[src/rtl/pagerank_pkg.sv]
// Shared types and constants for the PageRank partition/iteration scheduler.
package pagerank_pkg;

  typedef enum logic [2:0] {
    IDLE,
    LOAD,
    SCATTER,
    GATHER,
    ITER_END,
    DONE
  } sched_state_t;

  localparam int DEF_MAX_PARTITIONS = 16;
  localparam int PART_W             = $clog2(DEF_MAX_PARTITIONS) + 1;
  localparam int ITER_W             = 16;
  localparam int DEF_WDOG_CYCLES    = 4096;

endpackage

[src/rtl/pr_sched_wdog.sv]
// Scatter/gather watchdog for pagerank_sched_ctrl; compiled only with PR_SCHED_WDOG_EN.
`ifdef PR_SCHED_WDOG_EN
module pr_sched_wdog #(
  parameter int CYCLES = 4096
) (
  input  logic clock,
  input  logic reset,
  input  logic clear,
  input  logic run,
  output logic expired
);

  localparam int CW = $clog2(CYCLES) + 1;

  logic [CW-1:0] cnt;

  // clear marks the first waiting cycle, so the count runs CYCLES-2 .. 0 over the rest
  always_ff @(posedge clock or posedge reset) begin
    if (reset) begin
      cnt <= '0;
    end else if (clear) begin
      cnt <= CW'(CYCLES - 2);
    end else if (run && cnt != '0) begin
      cnt <= cnt - CW'(1);
    end
  end

  assign expired = run && !clear && (cnt == '0);

endmodule
`endif

[src/rtl/pagerank_sched_ctrl.sv]
// Partition/iteration sequencer for the pagerank scatter and gather engines.
// Optional scatter/gather watchdog enabled by defining PR_SCHED_WDOG_EN.
module pagerank_sched_ctrl #(
  parameter int MAX_PARTITIONS = pagerank_pkg::DEF_MAX_PARTITIONS,
  parameter int ITER_W         = pagerank_pkg::ITER_W,
  parameter int WDOG_CYCLES    = pagerank_pkg::DEF_WDOG_CYCLES,
  parameter int PART_W         = $clog2(MAX_PARTITIONS) + 1
) (
  input  logic              clock,
  input  logic              reset,
  input  logic              start,
  input  logic              abort,
  input  logic [PART_W-1:0] num_partitions,
  input  logic [ITER_W-1:0] max_iterations,
  output logic              busy,
  output logic              done,
  output logic [ITER_W-1:0] iteration,
  output logic [PART_W-1:0] partition_idx,
  output logic              pagerank_enable,
  output logic              nextIteration,
  input  logic              scatter_complete,
  input  logic              scatter_output_ready,
  output logic              gather_start,
  input  logic              gather_done,
  output logic [31:0]       beat_count,
  output logic              timeout_err
);

  import pagerank_pkg::*;

  sched_state_t      state;
  logic [PART_W-1:0] num_lat;
  logic [ITER_W-1:0] max_lat;

`ifdef PR_SCHED_WDOG_EN
  logic wdog_clear;
  logic wdog_run;
  logic wdog_expired;

  assign wdog_run = (state == SCATTER) || (state == GATHER);

  pr_sched_wdog #(.CYCLES(WDOG_CYCLES)) u_wdog (
    .clock   (clock),
    .reset   (reset),
    .clear   (wdog_clear),
    .run     (wdog_run),
    .expired (wdog_expired)
  );
`else
  logic [31:0] unused_wdog;
  assign unused_wdog = 32'(WDOG_CYCLES);
  assign timeout_err = 1'b0;
`endif

  always_ff @(posedge clock or posedge reset) begin
    if (reset) begin
      state           <= IDLE;
      busy            <= 1'b0;
      done            <= 1'b0;
      nextIteration   <= 1'b0;
      gather_start    <= 1'b0;
      pagerank_enable <= 1'b0;
      iteration       <= '0;
      partition_idx   <= '0;
      beat_count      <= '0;
      num_lat         <= '0;
      max_lat         <= '0;
`ifdef PR_SCHED_WDOG_EN
      wdog_clear      <= 1'b0;
      timeout_err     <= 1'b0;
`endif
    end else begin
      done          <= 1'b0;
      nextIteration <= 1'b0;
      gather_start  <= 1'b0;
`ifdef PR_SCHED_WDOG_EN
      wdog_clear    <= 1'b0;
`endif
      // abort leaves counters untouched so the host can inspect where the run stopped
      if (abort && state != IDLE) begin
        state           <= IDLE;
        busy            <= 1'b0;
        pagerank_enable <= 1'b0;
`ifdef PR_SCHED_WDOG_EN
      end else if (wdog_expired) begin
        state           <= IDLE;
        busy            <= 1'b0;
        pagerank_enable <= 1'b0;
        timeout_err     <= 1'b1;
`endif
      end else begin
        case (state)
          IDLE: begin
            if (start) begin
              num_lat       <= num_partitions;
              max_lat       <= max_iterations;
              iteration     <= '0;
              partition_idx <= '0;
              beat_count    <= '0;
              busy          <= 1'b1;
`ifdef PR_SCHED_WDOG_EN
              timeout_err   <= 1'b0;
`endif
              if (num_partitions == '0 || max_iterations == '0) state <= DONE;
              else state <= LOAD;
            end
          end
          LOAD: begin
            state           <= SCATTER;
            pagerank_enable <= 1'b1;
`ifdef PR_SCHED_WDOG_EN
            wdog_clear      <= 1'b1;
`endif
          end
          SCATTER: begin
            if (scatter_output_ready) beat_count <= beat_count + 32'd1;
            if (scatter_complete) begin
              state           <= GATHER;
              pagerank_enable <= 1'b0;
              gather_start    <= 1'b1;
`ifdef PR_SCHED_WDOG_EN
              wdog_clear      <= 1'b1;
`endif
            end
          end
          GATHER: begin
            if (gather_done) begin
              if (partition_idx + PART_W'(1) < num_lat) begin
                partition_idx <= partition_idx + PART_W'(1);
                state         <= LOAD;
              end else begin
                state         <= ITER_END;
                nextIteration <= 1'b1;
              end
            end
          end
          ITER_END: begin
            iteration     <= iteration + ITER_W'(1);
            partition_idx <= '0;
            beat_count    <= '0;
            if (iteration + ITER_W'(1) == max_lat) state <= DONE;
            else state <= LOAD;
          end
          DONE: begin
            done  <= 1'b1;
            busy  <= 1'b0;
            state <= IDLE;
          end
          default: state <= IDLE;
        endcase
      end
    end
  end

endmodule

[config.mk]
export PLATFORM = sky130hd
export DESIGN_NAME = pagerank_sched_ctrl
export DESIGN_NICKNAME = d
export VERILOG_FILES = /design/src/rtl/pagerank_pkg.sv /design/src/rtl/pr_sched_wdog.sv /design/src/rtl/pagerank_sched_ctrl.sv
export SDC_FILE = /design/constraint.sdc
export NUM_CORES = 1
export LEC_CHECK = 0
export ABC_CLOCK_PERIOD_IN_PS = 7600
export CAP_MARGIN = 10
export CORE_ASPECT_RATIO = 0.8
export CORE_MARGIN = 2
export CORE_UTILIZATION = 46
export DETAILED_ROUTE_END_ITERATION = 10
export DONT_BUFFER_PORTS = 1
export SLEW_MARGIN = 20
export SYNTH_ARGS = -nofsm -noshare
export SYNTH_HDL_FRONTEND = slang
export SYNTH_SLANG_ARGS = --single-unit
[constraint.sdc]
create_clock -name clock -period 7.6 [get_ports clock]
set_clock_uncertainty 0.2 [all_clocks]
set_input_delay 0.38 -clock clock [delete_from_list [all_inputs] [get_ports clock]]
set_output_delay 0.38 -clock clock [all_outputs]
set_load 0.005 [all_outputs]
==> metrics.txt, run 1 <==
H-tree Lvls 3; Final Slew Violations 0; first-pass GRT wire length 17,500 µm; FF+latch count, synth 82; clk slew on worst S/H paths 0.06 ns; cell taking the most area after synthesis dfrtp_1; crit start category flop; final setup fails 0; Fin. Hold Viols 0; Area contributors post-synth dfrtp_1 (45%), xnor2_1 (6.3%), mux2_2 (4.4%); Mapped Nets 516; sequential power share 41.6%; Tcrit/Tclk final 36.5%; residual DRC count 0; drt total wl 10,600 µm; clk_lat worst skew 0.34 ns; Rows 32; DPL Wire Length 7390 µm; Area Growth Syn to Fin 14.3%; Critical Path AT 2.80 ns; total negative slack 0 ns; Seq/Total Area, Yosys 44.6%; post-synthesis cell area 4600 µm²; crit-path cells nand2b_1, a311oi_4, nand4_4, or3_1, xor2_1, nor2_2; Mapped Cells 481; RePlAce Congestion 0.840; Req. time, crit path 7.62 ns; Max Clock Freq 360 MHz; PD cells 269 nW/µm²; fin nets 531; DR pass1 iterations 4; Clock Sinks 82; top post-synthesis cells by count dfrtp_1 (82), nor2_1 (43), nand2_1 (40); Tightest Pin Transition 0.805 ns; share of cells above drive strength 1 12.2%; Die Wd 116 µm; number of global-route vias before repair 3,378; largest net degree at the start of global routing 83; CTS tree done; Die Y 93.5 µm; ys async rst share 100%; CP max-delay cell a311oi_4; count leader, synth dfrtp_1; initial drt markers 312; slowest stage delay, CP 0.60 ns; status finished, final reports clean; Vias 3,536; Slew HR 46.1%; HP Class input port to flop; worst IR drop on VDD 195 µV; initial core utilization 47.5%; Ports 87; critical path fanouts, max 15; maximum buffer depth of the clock tree 2; full die area 10,800 µm²; initial antenna violation count 0; Avg WL per Cell 16.6 µm; Setup crit end kind flop; Total GRT Usage 20.7%; clock root buffer master clkbuf_16; Max Cap Viol 0; dpl ws 4.82 ns; sw frac 31.7%; YS warnings 0; static leakage 2.12 nW; Yosys top cell area share 44.6%; Sw Pwr 0.000449 W; ANT nets after route 0; TritonCTS Buffers 9; syn_area_per_cell 9.57 µm²; total grt overflow 0; Worst Slack Setup Final 4.82 ns; Combinational Power Share 25.7%; post-CTS setup buffer count 0; Pint 0.000969 W; unrepaired setup endpoints after global routing no; IO buf count 0; Post-synth EDFFs 0; fin util 54.3%; CP Class flop to flop; clock power share 32.7%; vias per cell 5.55; Top FF cell, synth dfrtp_1; Yosys cell types 57; core area 9690 µm²; Tmin final 2.78 ns; n_diodes 0
==> power groups by stage <==
stage	Clock, W	Combinational [W]	Sequential (W)
after floorplan	0	0.000306	0.000561
after global placement	0	0.000348	0.000595
after detailed placement	0	0.000354	0.000598
after CTS	0.000475	0.000366	0.000590
after global routing	0.000493	0.000408	0.000603
final	0.000463	0.000365	0.000589
==> final timing paths <==
check,from,endpoint,slack (ns),cells past startpoint
setup reg to reg,state[1]$_DFFE_PP0P_,beat_count[24]$_DFFE_PP0P_,4.82,6
hold reg to reg,num_lat[0]$_DFFE_PP0P_,num_lat[0]$_DFFE_PP0P_,0.31,1
setup / recovery,state[1]$_DFFE_PP0P_,beat_count[24]$_DFFE_PP0P_,4.82,6
hold / removal,abort,state[0]$_DFFE_PP0P_,0.04,3
min in group asynchronous,reset,beat_count[18]$_DFFE_PP0P_,0.50,3
max in group asynchronous,reset,num_lat[3]$_DFFE_PP0P_,6.18,3
==> what timing repair did <==
item                                   CTS  global route
endpoints found under the hold margin   25            11
resized for setup                        0             0
setup endpoints to repair                0             0
hold buffers                            24             1
==> cells by family after synthesis <==
kind of cell,after synthesis,share of synthesized area [%]
adder cells (fa/ha/maj),8,2.12
AO/OA/AOI/OAI,81,11.1
AND/OR/NAND/NOR,192,23.1
buffers and inverters,45,4.19
multiplexers,24,5.71
XOR/XNOR,48,9.13
flip-flops,82,44.6
other,1,0.0815
==> layout by cell type (no fill, tap or decap), types with 6 or more instances in the layout <==
master,n
xnor2_1,33
nor2_1,43
xor2_1,15
dfrtp_1,82
nor3_1,8
mux2i_1,6
nor4_1,10
nand4_1,11
o31ai_1,8
inv_1,19
and3_1,7
or3_1,10
nand2_1,40
mux2_2,18
o21ai_0,31
clkbuf_16,9
nand3_1,21
ha_1,7
nor3_2,13
a21oi_1,18
dlygate4sd3_1,25
==> routing by layer <==
layer / vias up / part of all wire (%) / global-route usage (%)
li1: 1721 / - / -
met1: 1710 / 49 / 29.9
met2: 95 / 43 / 29.9
met3: 10 / 6.5 / 6.61
met4: 0 / 1.2 / 5.65
met5: - / 0 / 0
==> metrics by stage <==
step	std cells	cell area (µm²)	hold slack, ns	power [W]
final	637	5260	0.0432	0.00142
after global routing	637	5260	0.0492	0.00150
after CTS	636	5250	0.0297	0.00143
after detailed placement	596	4690	0.263	0.000952
after global placement	596	4690	0.258	0.000943
after floorplan	481	4600	0.251	0.000868
==> state kept, by name (all words and copies together), names as in the netlist <==
name,cells
beat_count,32
iteration,16
max_lat,16
num_lat,5
partition_idx,5
state,3
busy,1
done,1
gather_start,1
nextIteration,1
pagerank_enable,1
==> critical path, delay by kind of cell (launching register included) <==
family                    cells  cell delay (ns)
and+or+nand+nor               4             1.16
AOI/OAI and AO/OA             1             0.60
DFF                           1             0.51
xor gates and xnor gates      1             0.17
==> layout make-up <==
| class | count | area (µm²) |
|---|---|---|
| clock buffers | 9 | 225 |
| repair buffers | 28 | 277 |
| multi-input cells | 354 | 2360 |
| well taps | 136 | 170 |
| clock inverters | 7 | 93.8 |
| inverters | 21 | 80.1 |
| flip-flops and latches | 82 | 2050 |
| fillers | 883 | 4430 |
Power figures use the tool's default switching activity.
==> inputs of run 2 (changes only) <==
--- a/config.mk
+++ b/config.mk
@@ -5,7 +5,8 @@
 export SDC_FILE = /design/constraint.sdc
 export NUM_CORES = 1
 export LEC_CHECK = 0
-export ABC_CLOCK_PERIOD_IN_PS = 7600
+export ABC_AREA = 1
+export ABC_CLOCK_PERIOD_IN_PS = 2800
 export CAP_MARGIN = 10
 export CORE_ASPECT_RATIO = 0.8
 export CORE_MARGIN = 2
==> constraint.sdc (replaced) <==
create_clock -name clock -period 2.8 [get_ports clock]
set_clock_uncertainty 0.2 [all_clocks]
set_input_delay 0.14 -clock clock [delete_from_list [all_inputs] [get_ports clock]]
set_output_delay 0.14 -clock clock [all_outputs]
set_load 0.005 [all_outputs]
==> metrics.txt, run 2 <==
status finished, final reports clean; Resize count post-CTS 0; Die Y 95.2 µm; adder-cell share of the synthesized area 1.83%; initial core utilization 46.8%; sequential power share 38.5%; initial antenna violation count 0; largest net degree at the start of global routing 39; Post-Synth Simple-Gate Area 33.1%; post-CTS setup buffer count 0; DR pass1 iterations 5; share of cells above drive strength 1 8.38%; syn_area_per_cell 7.56 µm²; Req. time, crit path 2.81 ns; post-synthesis cell area 4780 µm²; Mapped Nets 667; ANT nets after route 0; Rows 33; main combinational cell family by area after synthesis simple AND/OR/NAND/NOR gates; Vias 4,372; worst IR drop on VDD 425 µV; Area Growth Syn to Fin 15.9%; Tmin final 2.40 ns; register area 2050 µm²; top post-synthesis cells by count nand2_1 (148), dfrtp_1 (82), inv_1 (78); Sw Pwr 0.00139 W; clock root buffer master clkbuf_16; worst r2r src partition_idx[0]$_DFFE_PP0P_; count leader, synth nand2_1; biggest regs beat_count: 32 flops, iteration: 16 flops, max_lat: 16 flops; first-pass GRT wire length 20,700 µm; n_diodes 0; Final Slew Violations 0; CP Class flop to flop; vias per cell 5.41; H-tree Lvls 3; final setup fails 0; Slew HR 55.1%; cts hold-fix bufs 25; FF+latch count, synth 82; RePlAce Congestion 0.853; Max Clock Freq 417 MHz; unrepaired setup endpoints after global routing no; crit start category flop; fin nets 698; IO buf count 0; Pint 0.00259 W; maximum buffer depth of the clock tree 2; fill cell count 968; Crit. Startpoint partition_idx[0]$_DFFE_PP0P_; drt total wl 12,700 µm; Total GRT Usage 23.4%; static leakage 2.51 nW; cell taking the most area after synthesis dfrtp_1; compound-cell area share of the yosys netlist 9.82%; Top reg by flops beat_count; clk_lat worst skew 0.34 ns; Critical Path AT 2.41 ns; Combinational Power Share 29.0%; total grt overflow 0; Avg WL per Cell 15.7 µm; Setup crit end kind flop; DPL Wire Length 9280 µm; full die area 11,200 µm²; most common cell after layout, fill and taps aside nand2_1; Post-synth EDFFs 0; Yosys top cell area share 43.0%; Hold Crit Start start; Yosys cell types 41; residual DRC count 0; clock power share 32.6%; number of global-route vias before repair 4,056; Tightest Pin Transition 0.673 ns; post-synthesis xor/xnor area fraction 2.78%; critical path fanouts, max 10; Largest register FFs 32; Ports 87; Area contributors post-synth dfrtp_1 (43%), nand2_1 (12%), inv_1 (6.1%); CTS tree done; Clock Sinks 82; core area 10,200 µm²; Top FF cell, synth dfrtp_1; initial drt markers 305; Fin. Hold Viols 0; PD cells 720 nW/µm²; ys async rst share 100%; sw frac 35.0%; TritonCTS Buffers 9; commonest non-fill, non-tap cells in the layout nand2_1 (148), dfrtp_1 (82), inv_1 (77); Die Wd 118 µm; fin util 54.3%; Max Cap Viol 0; clk slew on worst S/H paths 0.06 ns; mux contribution to synthesized area 1.89%; Tcrit/Tclk final 85.7%; Mapped Cells 632; total negative slack 0 ns; Seq/Total Area, Yosys 43.0%; HP Class input port to flop; YS warnings 0; multi-input logic area 2370 µm²
## run 2: critical path: stages (launching register included)
cell	delay (ns)
dfrtp_1	0.45
ha_1	0.22
nand3_1	0.10
xnor2_1	0.22
ha_1	0.28
nand2_1	0.07
inv_1	0.04
o21ai_0	0.10
nand4_1	0.15
nand2_1	0.09
nand2_1	0.17
nand2_1	0.11
o21ai_0	0.08
## run 2: logic make-up after synthesis
logic type,after synthesis
xor gates and xnor gates,12
other,1
muxes,8
DFF,82
buffers and inverters,93
AOI/OAI and AO/OA,84
adders and majority gates,7
and+or+nand+nor,345
## run 2: power groups by stage
| stage | clock network (W) | registers [W] | logic, W |
|---|---|---|---|
| finish | 0.00130 | 0.00153 | 0.00115 |
| CTS | 0.00133 | 0.00153 | 0.00115 |
| floorplan | 0 | 0.00150 | 0.000871 |
| detailed placement | 0 | 0.00155 | 0.00112 |
| global placement | 0 | 0.00155 | 0.00110 |
| global route | 0.00137 | 0.00156 | 0.00131 |
## run 2: final cells by class
type,count,area share (%)
Multi-Input combinational cell,457,42.7
Sequential cell,82,37.1
Inverter,83,5.65
Timing Repair Buffer,30,5.42
Clock buffer,10,4.32
Tap cell,140,3.16
Clock inverter,6,1.63
## run 2: metrics by stage
step	cells	hold slack (ns)	setup slack [ns]	instance area (µm²)	total power, W
6_report	808	0.0246	0.400	5540	0.00399
5_1_grt	808	0.0450	0.0719	5540	0.00424
4_1_cts	808	0.0197	0.383	5540	0.00401
3_3_place_gp	767	-0.0594	0.498	4960	0.00265
3_5_place_dp	767	-0.0564	0.392	4960	0.00267
2_1_floorplan	632	0.00641	0.352	4780	0.00237
## run 2: per-layer routing
layer / global-route usage, % / wire length [µm]
met1: 34.5 / 6270
met2: 33.0 / 5260
met3: 7.24 / 954
met4: 6.83 / 162
met5: 0 / 0
## run 2: path summary, 6_finish.rpt
path,cells after the start,slack [ns],endpoint
min in group asynchronous,2,0.14,busy$_DFFE_PP0P_
max,12,0.40,partition_idx[1]$_DFFE_PP0P_
min,6,0.02,beat_count[29]$_DFFE_PP0P_
max reg2reg,12,0.40,partition_idx[1]$_DFFE_PP0P_
max in group asynchronous,3,1.47,beat_count[10]$_DFFE_PP0P_
min reg2reg,2,0.29,num_lat[2]$_DFFE_PP0P_
==> inputs of run 3 (changes only) <==
--- a/config.mk
+++ b/config.mk
@@ -13,6 +13,8 @@
 export CORE_UTILIZATION = 46
 export DETAILED_ROUTE_END_ITERATION = 10
 export DONT_BUFFER_PORTS = 1
+export PLACE_DENSITY_LB_ADDON = 0.3
+export RECOVER_POWER = 100
 export SLEW_MARGIN = 20
 export SYNTH_ARGS = -nofsm -noshare
 export SYNTH_HDL_FRONTEND = slang
==> metrics.txt, run 3 (same netlist as run 2, synthesis figures left out) <==
status finished with violations; failing checks max-capacitance violations, max-slew violations; CP max-delay cell dfrtp_1; Pint 0.00263 W; Ports 87; Combinational Power Share 27.8%; clock root buffer master clkbuf_16; Setup crit end kind flop; Vias 4,503; most used cell, CP nand2_1; worst r2r src partition_idx[0]$_DFFE_PP0P_; RePlAce Congestion 0.885; static leakage 2.50 nW; first-pass GRT wire length 21,100 µm; Max Cap Viol 1; Max Clock Freq 404 MHz; Tcrit/Tclk final 88.5%; IO buf count 0; PD cells 728 nW/µm²; Slew HR -10.5%; crit-path cells ha_1, xor2_1, ha_1, nand2_1, inv_1, o21ai_0, nand4_1, nand2_1, nand2_1, o21ai_0; crit start category flop; Die Y 95.2 µm; biggest regs beat_count: 32 flops, iteration: 16 flops, max_lat: 16 flops; Avg WL per Cell 15.9 µm; filler-free cell count of the finished design 807; total negative slack 0 ns; total grt overflow 0; Design Area, Final 5500 µm²; unrepaired setup endpoints after global routing no; number of global-route vias before repair 4,168; fin nets 697; WP depth 10; WHS 0.0176 ns; maximum buffer depth of the clock tree 2; H-tree Lvls 3; clk slew on worst S/H paths 0.06 ns; DPL Wire Length 9220 µm; core area 10,200 µm²; drt total wl 12,800 µm; sequential power share 38.4%; Resize count post-CTS 0; worst reg2reg path depth 10; Area Growth Syn to Fin 15.0%; CP Class flop to flop; n_diodes 0; Worst Slack Setup Final 0.323 ns; Hold Crit Start start; Worst Hold Path EP beat_count[29]$_DFFE_PP0P_; Clock Sinks 82; Req. time, crit path 2.84 ns; worst IR drop on VDD 484 µV; critical path fanouts, max 10; Hold Crit Depth 6; dpl ws 0.396 ns; Tmin final 2.48 ns; initial core utilization 46.8%; Fin. Hold Viols 0; initial antenna violation count 0; Tightest Pin Transition 1.66 ns; Sw Pwr 0.00137 W; Largest register FFs 32; reg-to-reg endpoint partition_idx[2]$_DFFE_PP0P_; Rows 33; final setup fails 0; Total GRT Usage 23.7%; clk_lat worst skew 0.34 ns; Top reg by flops beat_count; Final Slew Violations 42; most common cell after layout, fill and taps aside nand2_1; vias per cell 5.58; R2R Setup Slk 0.32 ns; ANT nets after route 0; sw frac 34.3%; residual DRC count 0; clock power share 33.7%; commonest non-fill, non-tap cells in the layout nand2_1 (150), dfrtp_1 (82), inv_1 (80); Critical Path AT 2.52 ns; Die Wd 118 µm; full die area 11,200 µm²; initial drt markers 323; TritonCTS Buffers 9; share of cells above drive strength 1 6.45%; largest net degree at the start of global routing 43; CP bufs+invs 1; slowest stage delay, CP 0.45 ns; HP Class input port to flop; CP top delay family adder cells; DR pass1 iterations 5; area post-placement 4940 µm²; Cells after DPL 765; CTS tree done
## run 3: cell type report
type / count / area [µm²]
Clock inverter: 6 / 105
Tap cell: 140 / 175
Sequential cell: 82 / 2050
Multi-Input combinational cell: 457 / 2330
Clock buffer: 10 / 229
Fill cell: 976 / 4700
Inverter: 83 / 312
Timing Repair Buffer: 29 / 290
## run 3: how the worst max path moves through the flow
stage                                            start                            to
after floorplan                                  reset     beat_count[0]$_DFFE_PP0P_
after global placement    partition_idx[0]$_DFFE_PP0P_  partition_idx[0]$_DFFE_PP0P_
after detailed placement  partition_idx[0]$_DFFE_PP0P_  partition_idx[4]$_DFFE_PP0P_
after CTS                 partition_idx[0]$_DFFE_PP0P_  partition_idx[2]$_DFFE_PP0P_
after global routing      partition_idx[0]$_DFFE_PP0P_  partition_idx[4]$_DFFE_PP0P_
final                     partition_idx[0]$_DFFE_PP0P_  partition_idx[2]$_DFFE_PP0P_
## run 3: power groups by stage
stage          clock network (W)  registers, W  logic (W)
2_1_floorplan                  0       0.00150   0.000871
3_3_place_gp                   0       0.00155    0.00108
3_5_place_dp                   0       0.00155    0.00110
4_1_cts                  0.00137       0.00153    0.00114
5_1_grt                  0.00142       0.00155    0.00127
6_report                 0.00135       0.00154    0.00111
## run 3: through the flow
| stage | power, W | util (%) |
|---|---|---|
| after global placement | 0.00262 | 48.4 |
| after detailed placement | 0.00265 | 48.4 |
| after floorplan | 0.00237 | - |
| after global routing | 0.00425 | 53.9 |
| after CTS | 0.00404 | 54.3 |
| final | 0.00400 | 53.9 |
## run 3: worst min-delay path: cells and delay by family
| kind | cells | cell delay (ns) |
|---|---|---|
| buffers and inverters | 1 | 0.04 |
| and+or+nand+nor | 5 | 0.33 |
## run 3: timing repair
action                    in CTS  in global routing
hold endpoints to repair      70                  0
buffers inserted               0                  0
hold buffers                  26                  0
## run 3: per-layer routing
layer	vias up	wire [µm]	GRT usage [%]
li1	2150	-	-
met1	2136	5970	33.5
met2	191	5530	35.5
met3	26	1090	6.88
met4	0	210	6.83
met5	-	0	0
